<file path="config.mk">
export PLATFORM = sky130hd
export DESIGN_NAME = cp0_exception_unit
export DESIGN_NICKNAME = d
export VERILOG_FILES = /design/src/rtl/cp0_exception_unit.sv
export SDC_FILE = /design/constraint.sdc
export NUM_CORES = 1
export LEC_CHECK = 0
export CAP_MARGIN = 20
export CORE_MARGIN = 3
export CORE_UTILIZATION = 39
export DETAILED_ROUTE_END_ITERATION = 8
export GPL_TIMING_DRIVEN = 0
export PLACE_DENSITY = 0.88
export SKIP_LAST_GASP = 1
export SYNTH_ARGS = -nofsm -noshare
export SYNTH_HDL_FRONTEND = slang
export SYNTH_SLANG_ARGS = --single-unit
</file>
<file path="constraint.sdc">
create_clock -name clk -period 1.7 [get_ports clk]
set_clock_uncertainty 0.1 [all_clocks]
set_input_delay 0.34 -clock clk [delete_from_list [all_inputs] [get_ports clk]]
set_output_delay 0.34 -clock clk [all_outputs]
set_load 0.01 [all_outputs]
</file>
<file path="src/rtl/cp0_exception_unit.sv">
// rtl/cp0_exception_unit.sv - MIPS coprocessor-0 interrupt/exception state and mfc0/mtc0 access
//
// Ports:
//   clk, rst      : clock, synchronous active-high reset
//   pc            : resume address captured into EPC on exception entry
//   addr, din, we : mfc0/mtc0 register number, write data, write strobe
//   exl_set       : exception-entry strobe (sets EXL, captures EPC)
//   exl_clr       : eret strobe (clears EXL)
//   hwint         : level-sensitive hardware interrupt lines
//   intreq        : interrupt pending, enabled and not masked by EXL
//   epc           : current EPC for the next-PC selector
//   dout          : mfc0 read data
module cp0_exception_unit #(
    parameter logic [31:0] PRID_VAL = 32'h0000_3130,
    parameter int          IRQ_W    = 6
) (
    input  logic             clk,
    input  logic             rst,
    input  logic [31:0]      pc,
    input  logic [4:0]       addr,
    input  logic [31:0]      din,
    input  logic             we,
    input  logic             exl_set,
    input  logic             exl_clr,
    input  logic [IRQ_W-1:0] hwint,
    output logic             intreq,
    output logic [31:0]      epc,
    output logic [31:0]      dout
);

    localparam logic [4:0] REG_SR    = 5'd12;
    localparam logic [4:0] REG_CAUSE = 5'd13;
    localparam logic [4:0] REG_EPC   = 5'd14;
    localparam logic [4:0] REG_PRID  = 5'd15;

    localparam logic [31:0] WORD_MASK = 32'hFFFF_FFFC;

    logic [IRQ_W-1:0] im;
    logic [IRQ_W-1:0] ip;
    logic             exl;
    logic             ie;
    logic [4:0]       exc_code;
    logic [31:0]      epc_q;

    logic             sr_we;
    logic             epc_we;
    logic [31:0]      pc_word;
    logic [31:0]      din_word;

    assign sr_we  = we && (addr == REG_SR);
    assign epc_we = we && (addr == REG_EPC);

    // EPC always holds a word-aligned address, whichever source wrote it.
    assign pc_word  = pc & WORD_MASK;
    assign din_word = din & WORD_MASK;

    always_ff @(posedge clk) begin
        if (rst) begin
            im       <= '0;
            ip       <= '0;
            exl      <= 1'b0;
            ie       <= 1'b0;
            exc_code <= 5'd0;
            epc_q    <= 32'h0;
        end else begin
            // IP is a pure sample of the lines; software cannot write it.
            ip <= hwint;

            if (sr_we) begin
                im <= din[10 +: IRQ_W];
                ie <= din[0];
            end

            // Exception entry wins over an SR write, which wins over eret.
            if (exl_set) begin
                exl <= 1'b1;
            end else if (sr_we) begin
                exl <= din[1];
            end else if (exl_clr) begin
                exl <= 1'b0;
            end

            // Exception entry wins over an mtc0 to EPC in the same cycle.
            if (exl_set) begin
                epc_q    <= pc_word;
                exc_code <= 5'd0;
            end else if (epc_we) begin
                epc_q <= din_word;
            end
        end
    end

    assign intreq = (|(ip & im)) & ie & ~exl;
    assign epc    = epc_q;

    always_comb begin
        dout = 32'h0;
        case (addr)
            REG_SR: begin
                dout[10 +: IRQ_W] = im;
                dout[1]           = exl;
                dout[0]           = ie;
            end
            REG_CAUSE: begin
                dout[10 +: IRQ_W] = ip;
                dout[6:2]         = exc_code;
            end
            REG_EPC:  dout = epc_q;
            REG_PRID: dout = PRID_VAL;
            default:  dout = 32'h0;
        endcase
    end

endmodule

</file>
==> results of run 1 <==
==> power by group through the flow <==
stage	Combinational, W	Sequential [W]	Clock, W
after floorplan	0.000281	0.00117	0
after global placement	0.000651	0.00116	0
after detailed placement	0.000663	0.00116	0
after CTS	0.000749	0.00114	0.000880
after global routing	0.000821	0.00115	0.000934
final	0.000769	0.00114	0.000874
==> worst paths after layout <==
path	start	endpoint	slack (ns)	depth (start not counted)
worst max-delay path	addr[1]	dout[15]	-0.05	8
worst max register to register	epc[10]	epc[10]	0.78	2
worst min register to register	ie	ie	0.40	2
worst min-delay path	rst	ip[3]	0.29	2
==> metal layers <==
layer  GRT usage, %  up-vias
met2           45.6      164
met5              0        -
met4           7.95        0
met1           33.4     1462
met3           4.92       14
li1               -     1419
==> worst max-delay path: stages <==
cell and delay [ns]:
buf_6 0.09, buf_6 0.10, and2b_4 0.17, buf_12 0.14
buf_16 0.13, a2bb2oi_2 0.12, nor2_1 0.06, buf_2 0.15
==> final cells by class <==
cell class | instances | share of cell area (%)
Buffer | 35 | 6.68
Clock buffer | 6 | 1.76
Clock inverter | 2 | 0.828
Inverter | 32 | 2.56
Multi-Input combinational cell | 180 | 32.6
Sequential cell | 44 | 18.9
Tap cell | 75 | 2.00
Timing Repair Buffer | 161 | 34.7
==> cells in the final DEF (no fill, tap or decap), types with 7 or more instances in the layout <==
cell type        count
clkbuf_8             8
o21ai_0             27
a31oi_1             27
nor2_1               7
dlymetal6s2s_1      12
buf_6               35
inv_1               32
buf_4               15
buf_2               18
a221oi_2            25
and3_4              18
o21ai_1             10
clkdlybuf4s50_1     88
dfxtp_1             39
nand3_1              7
a21oi_1              7
clkbuf_1             7
==> cells in the mapped netlist, drive strengths merged, types with 3 or more instances <==
master and n:
dfxtp 44, o21ai 37, inv 32, a221oi 31
a31oi 28, buf 23, and3 22, clkbuf 14
nor2 11, a21oi 7, nand3 7, nor2b 6
a2bb2oi 4, mux2i 4, a22oi 3
==> per-stage QoR <==
step           area [µm²]  hold WS [ns]  utilization [%]  std cells  setup TNS, ns
2_1_floorplan        2570         0.354                -        293              0
3_3_place_gp         4050         0.362             66.0        506         -39.28
3_5_place_dp         4050         0.386             66.0        506         -41.11
4_1_cts              4500         0.294             73.5        533         -0.361
5_1_grt              4680         0.303             76.4        535          -1.34
6_report             4680         0.295             76.4        535         -0.480
==> state kept, by name (all words and copies together) (netlist names) <==
name	cells
epc	30
im	6
ip	6
exl	1
ie	1
==> cells by family (layout without fill, tap and decap cells) <==
| group | count (synthesis) | count (layout) | share of synthesized area (%) |
|---|---|---|---|
| AO/OA/AOI/OAI | 115 | 115 | 36.2 |
| other | 1 | 2 | 0.146 |
| buffers and inverters | 69 | 236 | 13.9 |
| flip-flops | 44 | 44 | 34.3 |
| multiplexers | 6 | 6 | 2.44 |
| AND/OR/NAND/NOR | 57 | 57 | 13.0 |
==> repair_timing <==
action                                  in CTS  in global routing
gates cloned                                 5                  0
endpoints found under the setup margin      39                 62
gates resized for setup                    223                 46
buffers inserted                            16                  2
hold buffers                                 0                  0
hold endpoints to repair                     0                  0
pin swaps                                   15                  5
==> flow_summary.yaml, run 1 <==
power_and_ir_drop:
  power.share.sequential_pct: 41.0
  power.switching_w: 0.000769
  cellInternalPower_w: 0.00201
  p_total_w: 0.00278
  power.share.clock_pct: 31.4
  p_per_area_nw_per_um2: 594
  swShare_pct: 27.6
  p_leak_nw: 2.06
  peakVddDrop_v: 0.000447
  p_comb_share_pct: 27.6
worst_setup_path:
  cp.arrival_ns: 1.31
  critPathRequiredTime_ns: 1.26
  startpoint_type: "primary input"
  worst-setup-path-type: "in -> out"
  end_kind: "output pin"
  cp_max_fo: 5
floorplan:
  num_rows: 28
  dieArea_um2: 7590
  fp.dieH_um: 87.1
  die_w_um: 87.1
  io_pins: 145
  start_util_pct: 41.9
  placeableCoreArea_um2: 6130
clock_tree:
  cts.sinks: 44
  cts_tree: "done"
  clk_latency_ns: 0.29
  clk_pin_slew_ns: 0.09
  clk_path_buf_depth: 2
  cts_max_level: 2
  cts_buffers: 5
  cts_root_buffer: "clkbuf_8"
synth:
  ys.flop_type: "dfxtp_1"
  postSynth.asyncResetShare_pct: 0
  ys_seq_elements: 44
  netlist_instances: 292
  synth_area_um2: 2570
  ys.warnings.count: 0
  synthTopCellsByArea: "dfxtp_1 34%, a221oi_2 15%, a31oi_1 6.8%"
  synth_edf_count: 0
  yosysSeqAreaShare_pct: 34.3
  ys_types: 39
  synth.largest_area_cell: "dfxtp_1"
  synth_top_cell_area_share_pct: 34.3
  syn_avg_cell_area_um2: 8.79
cells_and_area:
  fillCellCount: 436
  multiInputGateArea_um2: 1530
  nNetsFinal: 539
  syn_to_final_growth_pct: 82.5
  seq_area_um2: 887
  insertedDiodeCount: 0
  final_layout_size_suffix_gt1_share_pct: 35.2
global_routing:
  grt_pass1_vias: 3096
  track_usage_pct: 26.4
  grt_pass1_wl_um: 15900
  grt-ovfl-total: 0
  grt_max_degree: 15
  antenna_found_initial: 0
timing:
  worst_pin_slew_ns: 0.757
  drv_slew: 0
  maxSlewHeadroom_pct: 49.5
  period_needed_ns: 1.75
  rsz0062_at_grt: "true"
  setup_violations: 26
  finalHoldViolations: 0
  setup_slack_ns: -0.0534
  period_share_pct: 103
  fmax_mhz: 570
route:
  wl_met1_um: 4000
  avgViaCountPerCell: 5.72
  topRoutingLayerUsed: "met4"
  ant_nets: 0
  wl_um: 10100
  routed-wl-met2_um: 5060
  vias: 3059
  wl_per_cell_um: 18.8
  dr_wl_met3_um: 825
  drt_iter0_markers: 141
  firstDrtPassIters: 4
  drc_errors: 0
place:
  port_buffers: 138
  place.gp.congestion: 0.882
  dp_hpwl_um: 7010
  pre_cts_slack_ns: -1.10
flow_run:
  maxCapViolations: 0
hold_path:
  worstHoldPathType: "in -> reg"
run_status:
  status: "finished, violations left"
  violations: "negative setup slack"
No activity file was read; power rests on OpenSTA's default activity.
==> run 2, diff against run 1 <==
--- a/config.mk
+++ b/config.mk
@@ -5,12 +5,13 @@
 export SDC_FILE = /design/constraint.sdc
 export NUM_CORES = 1
 export LEC_CHECK = 0
+export ABC_AREA = 1
 export CAP_MARGIN = 20
 export CORE_MARGIN = 3
-export CORE_UTILIZATION = 39
+export CORE_UTILIZATION = 38
 export DETAILED_ROUTE_END_ITERATION = 8
 export GPL_TIMING_DRIVEN = 0
-export PLACE_DENSITY = 0.88
+export PLACE_DENSITY = 0.87
 export SKIP_LAST_GASP = 1
 export SYNTH_ARGS = -nofsm -noshare
 export SYNTH_HDL_FRONTEND = slang
==> flow_summary.yaml, run 2 <==
run_status:
  status: "finished, final reports clean"
synth:
  netlist_instances: 426
  synthSimpleGateAreaFrac_pct: 49.9
  ys_seq_elements: 44
  synth_area_um2: 2480
  yosys.area_share.xor_xnor_pct: 0
  synth.most_common_cell: "nand2_1"
  synth_top_family_by_area: "simple AND/OR/NAND/NOR gates"
  synth_edf_count: 0
  synth.largest_area_cell: "dfxtp_1"
  synthTopCellsByArea: "dfxtp_1 35%, nand2_1 22%, nor2_1 15%"
  postSynth.asyncResetShare_pct: 0
  ys.warnings.count: 0
  muxShareOfSynthArea_pct: 0
  synth_compound_area_share_pct: 2.92
  yosysSeqAreaShare_pct: 35.5
  syn_avg_cell_area_um2: 5.83
  ys_types: 25
  synthAdderAreaFrac_pct: 0
  synth_common_cells: "144 x nand2_1, 101 x nor2_1, 44 x dfxtp_1, 40 x inv_1, 38 x nand3_1"
  ys.flop_type: "dfxtp_1"
  synth_top_cell_area_share_pct: 35.5
global_routing:
  grtUsageMet3_pct: 4.85
  grt_max_degree: 13
  grt-ovfl-total: 0
  track_usage_pct: 23.2
  use_met1_pct: 27.2
  met2_usage_pct: 40.6
  grt_pass1_vias: 2993
  grt_pass1_wl_um: 13900
  grt.busiest_layer: "met2"
  antenna_found_initial: 0
worst_setup_path:
  r2r_slack_ns: 0.79
  worst-setup-path-type: "in -> out"
  path_cells: "clkbuf_4, nor2_4, buf_6, nand2_4, o211ai_1, buf_2"
  cp.arrival_ns: 1.24
  critPathBufInv: 3
  startpoint_type: "primary input"
  worstRegToRegCells: 6
  max_stage_delay_ns: 0.20
  critPathRequiredTime_ns: 1.26
  cp_max_fo: 5
  end_kind: "output pin"
  critPathTopFamily: "buffers and inverters"
  r2r-start: "exl"
  critPathSlowestCell: "o211ai_1"
  reg2reg_to: "exl"
cells_and_area:
  nNetsFinal: 663
  insertedDiodeCount: 0
  fillCellCount: 559
  syn_to_final_growth_pct: 63.6
  final_layout_size_suffix_gt1_share_pct: 14.8
  largest_reg_flops: 30
  fin_util_pct: 66.3
  final_common_cell: "nand2_1"
  final_cell_mix: "142 x nand2_1, 99 x nor2_1, 99 x clkdlybuf4s50_1"
power_and_ir_drop:
  p_comb_share_pct: 27.9
  power.switching_w: 0.000701
  p_per_area_nw_per_um2: 602
  p_leak_nw: 2.07
  power.share.clock_pct: 25.8
  cellInternalPower_w: 0.00174
  power.share.sequential_pct: 46.3
  peakVddDrop_v: 0.000328
  swShare_pct: 28.7
clock_tree:
  cts_tree: "done"
  cts.sinks: 44
  cts_hold_buf: 0
  clk_path_buf_depth: 2
  cts_max_level: 2
  cts_buffers: 5
  cts_root_buffer: "clkbuf_8"
  clk_latency_ns: 0.30
  clk_pin_slew_ns: 0.08
timing:
  worst_pin_slew_ns: 0.504
  period_share_pct: 99.0
  rsz0062_at_grt: "true"
  maxSlewHeadroom_pct: 66.4
  period_needed_ns: 1.68
  fmax_mhz: 594
  finalHoldViolations: 0
  drv_slew: 0
  setup_violations: 0
  setup_slack_ns: 0.0170
place:
  port_buffers: 140
  pre_cts_slack_ns: -1.02
  place.gp.congestion: 0.924
  dp_hpwl_um: 6700
floorplan:
  placeableCoreArea_um2: 6130
  die_w_um: 86.8
  dieArea_um2: 7540
  io_pins: 145
  start_util_pct: 40.5
  fp.dieH_um: 86.8
  num_rows: 28
hold_path:
  whs_path_depth: 2
  worstHoldPathType: "reg -> reg"
  min_from: "im[3]"
  hold_end: "im[3]"
route:
  drc_errors: 0
  drt_iter0_markers: 220
  firstDrtPassIters: 4
  vias: 3174
  ant_nets: 0
  wl_per_cell_um: 13.4
  avgViaCountPerCell: 4.82
  wl_um: 8790
flow_run:
  maxCapViolations: 0
==> run 2: changes by cell type in the layout (fill, tap and decap cells not counted), moves of 25 or more <==
cell,delta
nor2_1,+92
nand2_1,+142
o21ai_0,-25
buf_6,-28
a31oi_1,-27
nand3_1,+31
a221oi_2,-25
==> run 2: worst max-delay path by stage <==
stage,endpoint,start,slack [ns],cells after the start
final,dout[14],addr[1],0.02,6
after floorplan,dout[11],addr[1],0.20,4
after global placement,dout[14],addr[1],-0.95,6
after detailed placement,dout[14],addr[4],-1.02,6
after CTS,dout[14],addr[4],-0.003,6
after global routing,dout[14],addr[3],-0.03,6
==> run 2: worst register-to-register path, delay by kind of cell (launching register included) <==
family,cells,cell delay (ns)
flops,1,0.34
simple gates,4,0.30
buf+inv,2,0.12
==> run 2: final cells by class <==
class | instances | area (µm²) | share of cell area, %
Clock buffer | 6 | 72.6 | 1.79
Tap cell | 75 | 93.8 | 2.31
Sequential cell | 44 | 885 | 21.8
Clock inverter | 1 | 5.00 | 0.123
Inverter | 43 | 164 | 4.03
Multi-Input combinational cell | 316 | 1380 | 34.0
Timing Repair Buffer | 149 | 1320 | 32.4
Buffer | 24 | 145 | 3.57
==> run 2: what timing repair did <==
item,in CTS,in global routing
cloned,0,1
gates resized for setup,163,19
endpoints found under the setup margin,33,25
setup buffers,5,3
pin swaps,6,6
==> run 2: power groups by stage <==
stage               clock, W  sequential, W  combinational, W
floorplan                  0        0.00118          0.000262
global placement           0        0.00115          0.000644
detailed placement         0        0.00115          0.000656
CTS                 0.000632        0.00113          0.000672
global route        0.000673        0.00114          0.000752
finish              0.000631        0.00113          0.000682
==> run 2: cells by family (layout without fill, tap and decap cells) <==
group	after synthesis	after routing
AOI/OAI and AO/OA	13	13
DFF	44	44
other	1	2
buffers and inverters	67	223
and+or+nand+nor	301	301
==> run 2: stage by stage <==
| step | TNS [ns] | total power (W) | instances | hold WS (ns) | instance area [µm²] |
|---|---|---|---|---|---|
| final | 0 | 0.00244 | 658 | 0.388 | 4060 |
| after detailed placement | -34.91 | 0.00181 | 642 | 0.379 | 3980 |
| after CTS | -0.00285 | 0.00243 | 654 | 0.385 | 4020 |
| after global placement | -32.54 | 0.00180 | 642 | 0.369 | 3980 |
| after global routing | -0.166 | 0.00257 | 658 | 0.415 | 4060 |
| after floorplan | 0 | 0.00144 | 427 | 0.347 | 2490 |
==> run 2: metal layers <==
metal | up-vias | part of all wire (%)
met4 | 0 | 3.0
met1 | 1406 | 39
met2 | 146 | 49
met3 | 23 | 9.0
li1 | 1599 | -
met5 | - | 0
